<file path="src/rtl/rf_wb_pkg.sv">
// Shared widths, default starvation bound and arbiter state type for the regfile writeback arbiter.
// Optional feature macro used by this slice: RF_WB_SCOREBOARD_EN.
package rf_wb_pkg;
  localparam int REG_ADDR_W         = 5;
  localparam int DATA_W             = 32;
  localparam int NUM_REGS           = 2 ** REG_ADDR_W;
  localparam int STARVE_MAX_DEFAULT = 4;

  typedef enum logic [0:0] {
    ST_NORMAL = 1'b0,
    ST_FORCE  = 1'b1
  } arb_state_e;

  function automatic logic addr_nonzero(input logic [REG_ADDR_W-1:0] addr);
    return addr != {REG_ADDR_W{1'b0}};
  endfunction
endpackage

</file>
<file path="src/rtl/rf_scoreboard.sv">
// Pending-write scoreboard for long-op destinations; x0 is never tracked and set beats clear.
// Only instantiated when RF_WB_SCOREBOARD_EN is defined.
module rf_scoreboard
  import rf_wb_pkg::*;
(
  input  logic                  clk,
  input  logic                  resetn,
  input  logic                  i_set_en,
  input  logic [REG_ADDR_W-1:0] i_set_addr,
  input  logic                  i_clr_en,
  input  logic [REG_ADDR_W-1:0] i_clr_addr,
  input  logic [REG_ADDR_W-1:0] i_q1_addr,
  input  logic [REG_ADDR_W-1:0] i_q2_addr,
  output logic                  o_q1_busy,
  output logic                  o_q2_busy
);
  logic [NUM_REGS-1:1] r_pending;
  logic [NUM_REGS-1:1] w_pending_nxt;
  logic [NUM_REGS-1:0] w_pending_full;

  // Next pending vector: a same-cycle set of a register overrides its clear
  always_comb begin
    w_pending_nxt = r_pending;
    for (int i = 1; i < NUM_REGS; i++) begin
      if (i_set_en && (i_set_addr == REG_ADDR_W'(i))) begin
        w_pending_nxt[i] = 1'b1;
      end else if (i_clr_en && (i_clr_addr == REG_ADDR_W'(i))) begin
        w_pending_nxt[i] = 1'b0;
      end else begin
        w_pending_nxt[i] = r_pending[i];
      end
    end
  end

  // Pending storage
  always_ff @(posedge clk or negedge resetn) begin
    if (!resetn) begin
      r_pending <= {(NUM_REGS-1){1'b0}};
    end else begin
      r_pending <= w_pending_nxt;
    end
  end

  assign w_pending_full = {r_pending, 1'b0};
  assign o_q1_busy      = w_pending_full[i_q1_addr];
  assign o_q2_busy      = w_pending_full[i_q2_addr];
endmodule

</file>
<file path="src/rtl/rf_wb_arbiter.sv">
// Shares the single regfile write port between the pipeline WB stage and a one-entry long-op buffer,
// forcing the buffer through after STARVE_MAX losses. Scoreboard enabled by RF_WB_SCOREBOARD_EN.
module rf_wb_arbiter
  import rf_wb_pkg::*;
#(
  parameter int STARVE_MAX = STARVE_MAX_DEFAULT
) (
  input  logic                  clk,
  input  logic                  resetn,
  input  logic                  p_valid,
  input  logic [REG_ADDR_W-1:0] p_waddr,
  input  logic [DATA_W-1:0]     p_wdata,
  output logic                  p_stall,
  input  logic                  m_valid,
  input  logic [REG_ADDR_W-1:0] m_waddr,
  input  logic [DATA_W-1:0]     m_wdata,
  output logic                  m_ready,
  input  logic                  m_issue,
  input  logic [REG_ADDR_W-1:0] m_issue_addr,
  input  logic [REG_ADDR_W-1:0] rs1_addr,
  input  logic [REG_ADDR_W-1:0] rs2_addr,
  output logic                  rs_busy,
  output logic                  rf_we,
  output logic [REG_ADDR_W-1:0] rf_waddr,
  output logic [DATA_W-1:0]     rf_wdata
);
  localparam int CNT_W = (STARVE_MAX < 2) ? 1 : $clog2(STARVE_MAX + 1);

  arb_state_e            r_state;
  logic                  r_buf_v;
  logic [REG_ADDR_W-1:0] r_buf_addr;
  logic [DATA_W-1:0]     r_buf_data;
  logic [CNT_W-1:0]      r_starve_cnt;
  logic                  w_p_take;
  logic                  w_commit;

  assign w_p_take = p_valid && addr_nonzero(p_waddr);
  assign m_ready  = !r_buf_v;

  // Write-port mux and stall; address/data forced to zero whenever nothing is written
  always_comb begin
    rf_we    = 1'b0;
    rf_waddr = {REG_ADDR_W{1'b0}};
    rf_wdata = {DATA_W{1'b0}};
    p_stall  = 1'b0;
    w_commit = 1'b0;
    case (r_state)
      ST_FORCE: begin
        p_stall = p_valid;
        if (r_buf_v) begin
          rf_we    = 1'b1;
          rf_waddr = r_buf_addr;
          rf_wdata = r_buf_data;
          w_commit = 1'b1;
        end else begin
          rf_we    = 1'b0;
        end
      end
      ST_NORMAL: begin
        if (w_p_take) begin
          rf_we    = 1'b1;
          rf_waddr = p_waddr;
          rf_wdata = p_wdata;
        end else if (r_buf_v) begin
          rf_we    = 1'b1;
          rf_waddr = r_buf_addr;
          rf_wdata = r_buf_data;
          w_commit = 1'b1;
        end else begin
          rf_we    = 1'b0;
        end
      end
      default: begin
        rf_we    = 1'b0;
      end
    endcase
  end

  // Arbitration FSM, long-op buffer and starvation counter
  always_ff @(posedge clk or negedge resetn) begin
    if (!resetn) begin
      r_state      <= ST_NORMAL;
      r_buf_v      <= 1'b0;
      r_buf_addr   <= {REG_ADDR_W{1'b0}};
      r_buf_data   <= {DATA_W{1'b0}};
      r_starve_cnt <= {CNT_W{1'b0}};
    end else begin
      if (w_commit) begin
        r_buf_v <= 1'b0;
      end else if (m_valid && !r_buf_v && addr_nonzero(m_waddr)) begin
        r_buf_v    <= 1'b1;
        r_buf_addr <= m_waddr;
        r_buf_data <= m_wdata;
      end
      case (r_state)
        ST_NORMAL: begin
          if (r_buf_v && w_p_take) begin
            r_starve_cnt <= r_starve_cnt + CNT_W'(1);
            if (r_starve_cnt == CNT_W'(STARVE_MAX - 1)) begin
              r_state <= ST_FORCE;
            end
          end else if (w_commit) begin
            r_starve_cnt <= {CNT_W{1'b0}};
          end
        end
        ST_FORCE: begin
          r_state      <= ST_NORMAL;
          r_starve_cnt <= {CNT_W{1'b0}};
        end
        default: begin
          r_state      <= ST_NORMAL;
          r_starve_cnt <= {CNT_W{1'b0}};
        end
      endcase
    end
  end

`ifdef RF_WB_SCOREBOARD_EN
  logic w_rs1_busy;
  logic w_rs2_busy;

  rf_scoreboard u_scoreboard (
    .clk        (clk),
    .resetn     (resetn),
    .i_set_en   (m_issue),
    .i_set_addr (m_issue_addr),
    .i_clr_en   (w_commit),
    .i_clr_addr (r_buf_addr),
    .i_q1_addr  (rs1_addr),
    .i_q2_addr  (rs2_addr),
    .o_q1_busy  (w_rs1_busy),
    .o_q2_busy  (w_rs2_busy)
  );

  assign rs_busy = w_rs1_busy | w_rs2_busy;
`else
  logic w_unused_sb;

  assign w_unused_sb = ^{m_issue, m_issue_addr, rs1_addr, rs2_addr};
  assign rs_busy     = 1'b0;
`endif
endmodule

</file>
<file path="config.mk">
export PLATFORM = sky130hd
export DESIGN_NAME = rf_wb_arbiter
export DESIGN_NICKNAME = d
export VERILOG_FILES = /design/src/rtl/rf_wb_pkg.sv /design/src/rtl/rf_scoreboard.sv /design/src/rtl/rf_wb_arbiter.sv
export SDC_FILE = /design/constraint.sdc
export NUM_CORES = 1
export LEC_CHECK = 0
export BUFFER_PORTS_ARGS = -buffer_cell sky130_fd_sc_hd__buf_2
export CORE_MARGIN = 3
export CORE_UTILIZATION = 40
export DETAILED_ROUTE_END_ITERATION = 10
export GPL_ROUTABILITY_DRIVEN = 0
export PLACE_DENSITY = 0.78
export SYNTH_ARGS = -nofsm -noshare
export SYNTH_HDL_FRONTEND = slang
export SYNTH_SLANG_ARGS = --single-unit
</file>
<file path="constraint.sdc">
create_clock -name clk -period 1.64 [get_ports clk]
set_clock_uncertainty 0.2 [all_clocks]
set_input_delay 0.164 -clock clk [delete_from_list [all_inputs] [get_ports clk]]
set_output_delay 0.164 -clock clk [all_outputs]
set_load 0.05 [all_outputs]
</file>
==> summary.md <==
| Metric | Value |
|---|---|
| Status | `complete, but fails checks` |
| Violated checks | `negative setup slack` |
| Synthesis Warnings | `0` |
| Relative slew slack | `0.6473` |
| Fraction of layout instances using a drive strength above 1 | `0.6650` |
| Nets | `approximately 510` |
| Worst hold path type | `in -> reg` |
| Initial antenna violation count | `0` |
| Final hold viol count | `0` |
| Antenna Cells | `0` |
| Clk Latency, worst-skew pair | `0.30 ns` |
| H-Tree Depth | `2` |
| Sequential area share after synthesis | `0.4299` |
| Area Overhead vs Synth | `100.7%` |
| TritonCTS clock tree | `done` |
| Worst Path Arrival | `~1.7 ns` |
| First-pass GRT wire length | `14.93 mm` |
| Leak | `approximately 0.0023 uW` |
| Setup slack after layout | `-0.4674 ns` |
| Top-level port count | `between 100 and 150` |
| Pre-antenna DRT Iters | `4` |
| Largest family of logic cells by synthesized area | `multiplexers` |
| Post-Synth Adder-Cell Area | `0.01024` |
| Post-synthesis compound-gate area fraction | `0.1638` |
| Startpoint Class | `flop` |
| Remaining Overflow, GRT | `0` |
| CTS root buf | `clkbuf_8` |
| Clk pin slew, worst setup/hold paths | `~0.080 ns` |
| Worst Hold Depth | `4` |
| Final period util | `1.285` |
| Commonest non-fill, non-tap cell in the layout | `buf_2` |
| Slew @ Worst Pin | `0.5290 ns` |
| DRC Markers | `0` |
| Fmax | `0.4745 GHz` |
| Clock buffer depth | `2` |
| Die ar. | `0.007086 mm2` |
| Commonest cells after routing, fill and taps aside | `78 x buf_2, 52 x buf_6, 47 x nand2_1, 41 x dfrtp_1, 38 x dlygate4sd3_1` |
| RSZ-0062 raised after global routing | `yes` |
| R2r endpoint | `r_buf_data[3]` |
| Tmin final | `roughly 2.1 ns` |
| Hold_ws | `roughly 0.042 ns` |
| Routed WL per cell | `about 20 um` |
| Row count | `27` |
| Fillers | `280` |
| Max capacitance violation total | `0` |
| Die width | `roughly 84 um` |
| Routed wire length | `a little under 10 mm` |
| Initial Util | `0.4282` |
| Initial drt markers | `73` |
| CP endpoint kind | `output pin` |
| Power density over cell area | `just over 1000 mW/mm2` |
| Post-Syn Nets | `~320` |
| Syn Inst Count | `about 230` |
| Final setup violation count | `75` |
| Post-synthesis area per instance | `between 10 and 15 um2` |
| PortBufs | `between 100 and 150` |
| Worst EP required | `~1.3 ns` |
| Total CTS buffers | `5` |
| R2R Path Start | `r_buf_v` |
| Simple-Gate Fraction of Synth Area | `0.1315` |
| Seq cells post-synth | `42` |
| Min-delay src | `m_waddr[0]` |
| Yosys cell types | `29` |
| Hold path endpoint | `r_buf_v` |
| Post-Synth XOR/XNOR Area | `0` |
| GRT Total Usage | `0.2704` |
| Detail Route Antenna Nets | `0` |
| Mapped Area | `approximately 0.0024 mm2` |
| Reg2reg path depth | `6` |
| DR vias/cell | `between 5 and 6` |
| Worst vdd ir | `about 0.66 mV` |
| Vias in the first global route | `2859` |
| DPL Wire Length | `approximately 5 mm` |
| Largest net degree at the start of global routing | `43` |
| DR vias | `2593` |
| Crit Path Class | `reg -> out` |
| Post-synthesis mux area share | `0.1934` |
| Final max-slew violation count | `0` |
| Die Height | `between 80 and 90 um` |
| Clock tree sinks | `42` |
| R2R setup slack | `-0.25 ns` |
| Post-layout util | `0.8595` |
| CORE AREA | `0.005709 mm2` |
| Max Fanout on Critical Path | `10` |
synthesized netlist by cell type:
cell	instances	area, um2
ha_1	2	25.02
a22o_1	4	35.03
mux2_2	2	22.52
o21a_4	1	15.01
buf_2	4	20.02
buf_4	1	7.510
o22ai_1	28	175.2
o31a_1	1	8.760
conb_1	1	3.750
inv_1	2	7.510
or2_2	1	6.260
and3_1	1	6.260
or3_4	2	22.52
and2b_1	2	15.01
clkbuf_1	8	30.03
mux2_4	30	450.4
buf_6	4	45.04
buf_12	3	60.06
nand2_1	67	251.5
nor2_1	1	3.750
nor3_2	1	10.01
o31ai_1	2	15.01
and2_1	1	6.260
dfrtp_1	42	1051
o31ai_4	1	21.27
o21ai_0	2	10.01
a32o_1	6	60.06
a22o_2	1	10.01
o22ai_2	4	50.05
metrics by stage:
stage / worst slack [ns] / area (um2) / TNS, ns / total power, uW / std cells
6_report: -0.4674 / 4907 / -22.29 / 5073 / 484
5_1_grt: -0.5252 / 4907 / -25.31 / 5288 / 484
4_1_cts: -0.4407 / 4797 / -20.94 / 4956 / 484
3_5_place_dp: -0.3738 / 3591 / -14.67 / 3404 / 413
3_3_place_gp: -0.3398 / 3591 / -13.33 / 3352 / 413
2_1_floorplan: -0.1501 / 2875 / -6.255 / 2985 / 225
power by group:
part	internal [uW]	switching, uW	total (uW)
clock	649	367	1020
combinational	1280	1310	2580
sequential	1300	178	1470
state kept, by name (all words and copies together), names as in the netlist:
signal        count
r_buf_addr        5
r_buf_v           1
r_buf_data       32
r_state           1
r_starve_cnt      3
timing repair:
action / 4_1_cts / 5_1_grt
cloned: 6 / 3
resized for setup: 112 / 41
setup endpoints to repair: 64 / 81
hold buffers: 38 / 0
pin swaps: 5 / 9
hold endpoints to repair: 79 / 0
setup buffers: 20 / 3
area by class of cell:
class,count,area (um2),area share
clock inverter,2,60.06,0.01224
tap,72,90.09,0.01836
sequential,42,1052,0.2144
clock buffer,6,82.58,0.01683
inverter,2,11.26,0.002295
timing repair buffer,199,1844,0.3758
multi-input combinational,161,1767,0.3600
logic make-up (layout without fill, tap and decap cells):
kind of cell             count (synthesis)  in the layout
multiplexers                            32             32
other                                    1              1
adder cells (fa/ha/maj)                  2              2
buffers and inverters                   22            209
AND/OR/NAND/NOR                         76             76
AO/OA/AOI/OAI                           50             50
flip-flops                              42             42
critical path, cell delays in order, from the launching register on:
cell,delay [ns]
dfrtp_1,0.40
and2b_2,0.28
buf_6,0.15
buf_12,0.14
nand2_1,0.11
o22ai_4,0.17
buf_6,0.18
how the worst max path moves through the flow:
stage / start / end / slack (ns) / cells past startpoint
after floorplan: p_waddr[2] / rf_wdata[10] / -0.15 / 5
after global placement: p_waddr[2] / rf_wdata[30] / -0.34 / 6
after detailed placement: p_waddr[2] / rf_wdata[30] / -0.37 / 6
after CTS: r_state / rf_wdata[10] / -0.44 / 6
after global routing: r_state / rf_wdata[29] / -0.53 / 6
final: r_state / rf_wdata[29] / -0.47 / 6
layer usage:
metal / part of all wire / vias to the layer above / GRT usage
met5: 0 / - / 0
met4: 0.020 / 0 / 0.1023
met3: 0.038 / 17 / 0.05201
met2: 0.56 / 88 / 0.5043
met1: 0.38 / 1301 / 0.3016
li1: - / 1187 / -
Note: power is estimated with default switching activity, not from simulation.
